--- config.mk ---
export PLATFORM = sky130hd
export DESIGN_NAME = skew_monitor
export DESIGN_NICKNAME = d
export VERILOG_FILES = /design/src/rtl/skew_pkg.sv /design/src/rtl/skew_edge_det.sv /design/src/rtl/skew_monitor.sv
export SDC_FILE = /design/constraint.sdc
export NUM_CORES = 1
export LEC_CHECK = 0
export ABC_AREA = 1
export CORE_AREA = 3 3 45 47
export DETAILED_ROUTE_END_ITERATION = 8
export DIE_AREA = 0 0 48 50
export GPL_TIMING_DRIVEN = 1
export PLACE_DENSITY = 0.88
export REMOVE_ABC_BUFFERS = 1
export SLEW_MARGIN = 15
export SYNTH_ARGS = -nofsm -noshare
export SYNTH_HDL_FRONTEND = slang
export SYNTH_SLANG_ARGS = --single-unit
--- constraint.sdc ---
create_clock -name clk -period 2.5 [get_ports clk]
set_clock_uncertainty 0.1 [all_clocks]
set_input_delay 0.25 -clock clk [delete_from_list [all_inputs] [get_ports clk]]
set_output_delay 0.25 -clock clk [all_outputs]
set_load 0.02 [all_outputs]
--- src/rtl/skew_pkg.sv ---
// Shared definitions for the skew monitor: FSM state encoding and default
// widths and limits.
package skew_pkg;

  localparam int unsigned TSKEW_DEF    = 5;
  localparam int unsigned MAX_WAIT_DEF = 15;
  localparam int unsigned CNT_W_DEF    = 4;

  typedef enum logic [1:0] {
    IDLE  = 2'd0,
    LEAD1 = 2'd1,
    LEAD2 = 2'd2
  } skew_state_e;

endpackage

--- src/rtl/skew_edge_det.sv ---
// Rising-edge detector for one monitored input.
// Build option: SKEW_SYNC_EN adds a 2-flop synchronizer in front of the
// detector. The synchronizer flops are not reset.
module skew_edge_det (
  input  logic clk,
  input  logic sig_in,
  output logic rise
);

  logic sig_s;
  logic prev_d, prev_q;

`ifdef SKEW_SYNC_EN
  logic [1:0] sync_d, sync_q;

  // Shift the raw input through the synchronizer.
  always_comb sync_d = {sync_q[0], sig_in};

  // Synchronizer register. It is deliberately left without reset.
  always_ff @(posedge clk) sync_q <= sync_d;

  assign sig_s = sync_q[1];
`else
  assign sig_s = sig_in;
`endif

  // The previous-value register always loads the current level. Reset
  // needs no special branch because it would also load the current level,
  // so a level held high across reset produces no edge afterwards.
  always_comb prev_d = sig_s;

  // Previous-value register.
  always_ff @(posedge clk) prev_q <= prev_d;

  assign rise = sig_s & ~prev_q;

endmodule

--- src/rtl/skew_monitor.sv ---
// Run-time skew checker. It measures the distance in clk cycles between
// matching rising edges on sig_in1 and sig_in2, in either order, and flags
// excessive skew or a missing partner edge.
// Build option: SKEW_SYNC_EN enables input synchronizers, which add 2
// cycles of detection latency. When it is enabled, reset must be held for
// at least 3 cycles.
module skew_monitor
  import skew_pkg::*;
#(
  parameter int unsigned TSKEW    = TSKEW_DEF,
  parameter int unsigned MAX_WAIT = MAX_WAIT_DEF,
  parameter int unsigned CNT_W    = CNT_W_DEF
) (
  input  logic             clk,
  input  logic             reset,
  input  logic             sig_in1,
  input  logic             sig_in2,
  input  logic             clear_in,
  output logic [CNT_W-1:0] skew_out,
  output logic             lead_out,
  output logic             valid_out,
  output logic             viol_out,
  output logic             timeout_out,
  output logic             sticky_out
);

  logic rise1, rise2;
  logic partner_rise, own_rise;

  skew_state_e      state_d, state_q;
  logic [CNT_W-1:0] cnt_d, cnt_q;
  logic [CNT_W-1:0] skew_d, skew_q;
  logic             lead_d, lead_q;
  logic             valid_d, valid_q;
  logic             viol_d, viol_q;
  logic             timeout_d, timeout_q;
  logic             sticky_d, sticky_q;

  skew_edge_det u_det1 (.clk(clk), .sig_in(sig_in1), .rise(rise1));
  skew_edge_det u_det2 (.clk(clk), .sig_in(sig_in2), .rise(rise2));

  // Split the edges into the lead side and the partner side for the current state.
  always_comb begin
    partner_rise = 1'b0;
    own_rise     = 1'b0;
    if (state_q == LEAD1) begin
      partner_rise = rise2;
      own_rise     = rise1;
    end else if (state_q == LEAD2) begin
      partner_rise = rise1;
      own_rise     = rise2;
    end
  end

  // Next-state logic for the measurement FSM, counter, outputs and sticky flag.
  always_comb begin
    state_d   = state_q;
    cnt_d     = cnt_q;
    skew_d    = skew_q;
    lead_d    = lead_q;
    valid_d   = 1'b0;
    viol_d    = 1'b0;
    timeout_d = 1'b0;
    // If a set and a clear arrive together, the set wins.
    sticky_d  = viol_q ? 1'b1 : (clear_in ? 1'b0 : sticky_q);

    unique case (state_q)
      IDLE: begin
        if (rise1 && rise2) begin
          skew_d  = '0;
          lead_d  = 1'b0;
          valid_d = 1'b1;
        end else if (rise1) begin
          state_d = LEAD1;
          cnt_d   = CNT_W'(1);
        end else if (rise2) begin
          state_d = LEAD2;
          cnt_d   = CNT_W'(1);
        end
      end
      LEAD1, LEAD2: begin
        if (partner_rise) begin
          skew_d  = cnt_q;
          lead_d  = (state_q == LEAD2);
          valid_d = 1'b1;
          viol_d  = (cnt_q > CNT_W'(TSKEW));
          state_d = IDLE;
          cnt_d   = '0;
        end else if (own_rise) begin
          cnt_d = CNT_W'(1);
        end else if (cnt_q == CNT_W'(MAX_WAIT)) begin
          timeout_d = 1'b1;
          viol_d    = 1'b1;
          state_d   = IDLE;
          cnt_d     = '0;
        end else begin
          cnt_d = cnt_q + CNT_W'(1);
        end
      end
      default: begin
        state_d = IDLE;
        cnt_d   = '0;
      end
    endcase
  end

  // State and output registers with synchronous reset.
  always_ff @(posedge clk) begin
    if (reset) begin
      state_q   <= IDLE;
      cnt_q     <= '0;
      skew_q    <= '0;
      lead_q    <= 1'b0;
      valid_q   <= 1'b0;
      viol_q    <= 1'b0;
      timeout_q <= 1'b0;
      sticky_q  <= 1'b0;
    end else begin
      state_q   <= state_d;
      cnt_q     <= cnt_d;
      skew_q    <= skew_d;
      lead_q    <= lead_d;
      valid_q   <= valid_d;
      viol_q    <= viol_d;
      timeout_q <= timeout_d;
      sticky_q  <= sticky_d;
    end
  end

  assign skew_out    = skew_q;
  assign lead_out    = lead_q;
  assign valid_out   = valid_q;
  assign viol_out    = viol_q;
  assign timeout_out = timeout_q;
  assign sticky_out  = sticky_q;

endmodule

==> results.py <==
metrics = {
    "run": {
        "cap_violations": 0,
    },
    "critical_path": {
        "path_class": "reg -> reg",
        "worstPathArrival_ns": 1.86,
        "crit_path_end_kind": "flip-flop",
        "crit_path_start_kind": "flip-flop",
        "crit_required_ns": 2.61,
        "worstPathMaxFanout": 9,
    },
    "final_layout": {
        "fin_area_sq_mm": 0.00111,
        "final_nets": 159,
        "n_antenna_cell": 0,
        "area_growth_pct": 18.6,
        "drive_gt1_frac": 0.124,
    },
    "logic_synthesis": {
        "synth_most_common_cell": "nand2_1",
        "synth_seq_cells": 17,
        "synth_top_area_frac": 0.365,
        "synthArstFlopShare": 0,
        "synth.distinct_cells": 19,
        "netlist_area_sq_um": 933,
        "yosysWarnings": 0,
        "yosys-top-cells-count": "24 x nand2_1, 17 x dfxtp_1, 16 x inv_1, 14 x a21oi_1, 13 x nor2_1",
        "ys_seq_area_frac": 0.365,
        "yosysTopAreaCell": "dfxtp_1",
        "synth_cells": 129,
        "synth.area.top_cells": "dfxtp_1 36%, ha_1 11%, nand2_1 9.7%",
        "synth_ff_type": "dfxtp_1",
        "synth_edf_count": 0,
        "avgSynthCellArea_sq_um": 7.24,
    },
    "floorplan": {
        "initial_utilization": 0.553,
        "coreArea_sq_mm": 0.00169,
        "num_rows": 15,
        "fp.dieW_um": 48,
        "die_h_um": 50,
        "io_pins": 14,
        "die-area_sq_mm": 0.00240,
    },
    "place": {
        "place_area_sq_mm": 0.00108,
        "gp_congestion": 0.856,
        "dp_hpwl_um": 1620,
        "place_ws_ns": 0.727,
        "port_buffers": 13,
    },
    "drt": {
        "drt_iter0_drc": 26,
        "viasPerCell": 5.57,
        "via_count": 902,
        "drt_pass1_iterations": 4,
        "wl_per_cell_um": 12.7,
        "wl_um": 2050,
        "drc": 0,
        "ant_nets": 0,
    },
    "clock_network": {
        "clockBufferDepth": 2,
        "cts_tree": "yes",
        "cts_hold_buf": 0,
        "path_clk_slew_ns": 0.11,
        "cts-root-buf": "clkbuf_4",
        "htreeDepth": 1,
        "cts_resized": 0,
        "clock_latency_ns": 0.30,
        "postCtsSetupBuffers": 0,
        "cts_sinks": 17,
        "cts_made_buffers": 3,
    },
    "timing": {
        "timing.final.ws_setup_ns": 0.746,
        "setup-tns-final_ns": 0,
        "drv_slew": 0,
        "post-route-min-period_ns": 1.75,
        "max_slew_margin": 0.777,
        "fin_crit_sh": 0.702,
        "rsz0062_at_grt": "no",
        "fmax_mhz": 570,
        "setup_viol": 0,
        "hold_viol_final": 0,
        "worstMarginPinSlew_ns": 0.334,
    },
    "grt": {
        "overflow": 0,
        "grtUsageTotal": 0.201,
        "grt_max_degree": 11,
        "grt_pass1_wl_um": 3480,
        "antenna_found_initial": 0,
        "grt_pass1_vias": 857,
    },
    "power_and_ir_drop": {
        "worst_ir_drop_vdd_mv": 0.558,
        "power.density_mw_per_mm2": 852,
        "p_leak_nw": 0.486,
    },
    "outcome": {
        "status": "finished clean",
    },
    "worst_hold_path": {
        "hold_class": "in -> reg",
    },
}
[placed cells by master (no fill, tap or decap)]
cell,instances
nand3_2,1
inv_1,16
nor2_4,2
clkinv_2,1
o21ai_1,1
nand3_1,9
o21ai_0,4
clkdlybuf4s50_1,13
clkbuf_4,3
dfxtp_1,17
nor3_1,2
nand4_1,6
nor2_1,13
a21oi_1,14
ha_1,8
nand2_1,24
nand2_4,1
nand2_2,3
nor2_2,1
o21ai_2,2
inv_2,4
[logic make-up (layout without fill, tap and decap cells)]
logic type / count (synthesis) / count (layout) / synth area share
AOI/OAI and AO/OA: 21 / 21 / 0.121
DFF: 17 / 17 / 0.365
and+or+nand+nor: 62 / 62 / 0.322
buffers and inverters: 21 / 37 / 0.0858
adders and majority gates: 8 / 8 / 0.107
[state kept, by name, summed over array words and instances (netlist names)]
signal / count
sticky_out: 1
lead_out: 1
cnt_q: 4
u_det2.prev_q: 1
skew_out: 4
viol_out: 1
u_det1.prev_q: 1
valid_out: 1
state_q: 2
timeout_out: 1
[worst paths after layout]
path / startpoint / endpoint / slack (ns) / cells past startpoint
worst max-delay path: state_q[1]$_SDFFE_PP0P_ / lead_out$_SDFFE_PP0P_ / 0.75 / 7
worst min-delay path: sig_in2 / u_det2.prev_q$_DFF_P_ / 0.35 / 1
worst max register to register: state_q[1]$_SDFFE_PP0P_ / lead_out$_SDFFE_PP0P_ / 0.75 / 7
worst min register to register: skew_out[3]$_SDFFE_PP0P_ / skew_out[3]$_SDFFE_PP0P_ / 0.37 / 2
[per-stage QoR]
stage | std cells | hold WS [ns] | power [mW] | util
finish | 162 | 0.349 | 0.944 | 0.656
global route | 162 | 0.343 | 1.02 | 0.656
CTS | 162 | 0.354 | 0.937 | 0.656
detailed placement | 158 | 0.363 | 0.787 | 0.639
global placement | 158 | 0.357 | 0.765 | 0.639
floorplan | 128 | 0.178 | 0.677 | -
[worst max-delay path: stages (launching register included)]
cell	delay, ns
dfxtp_1	0.42
inv_1	0.09
ha_1	0.49
nand2_1	0.09
nand2_1	0.18
nand2_2	0.12
o21ai_1	0.13
nor2_1	0.05
[cell type report]
type / count / area (sq um)
fill: 151 / 582
multi-input combinational: 91 / 513
sequential: 17 / 340
timing repair buffer: 13 / 130
inverter: 20 / 75.1
clock buffer: 3 / 22.5
tap: 17 / 21.3
clock inverter: 1 / 5.00
[routing by layer]
| metal | vias up | GRT usage | part of all wire |
|---|---|---|---|
| met5 | - | 0 | 0 |
| met2 | 35 | 0.317 | 0.49 |
| met3 | 9 | 0.0328 | 0.047 |
| met4 | 0 | 0.103 | 0.027 |
| li1 | 454 | - | - |
| met1 | 404 | 0.248 | 0.44 |
[power by group]
part | total [mW] | internal (mW) | switching (mW)
logic | 0.439 | 0.155 | 0.284
clock network | 0.157 | 0.0597 | 0.0970
registers | 0.349 | 0.308 | 0.0409
total | 0.944 | 0.522 | 0.422
Power figures use the tool's default switching activity.
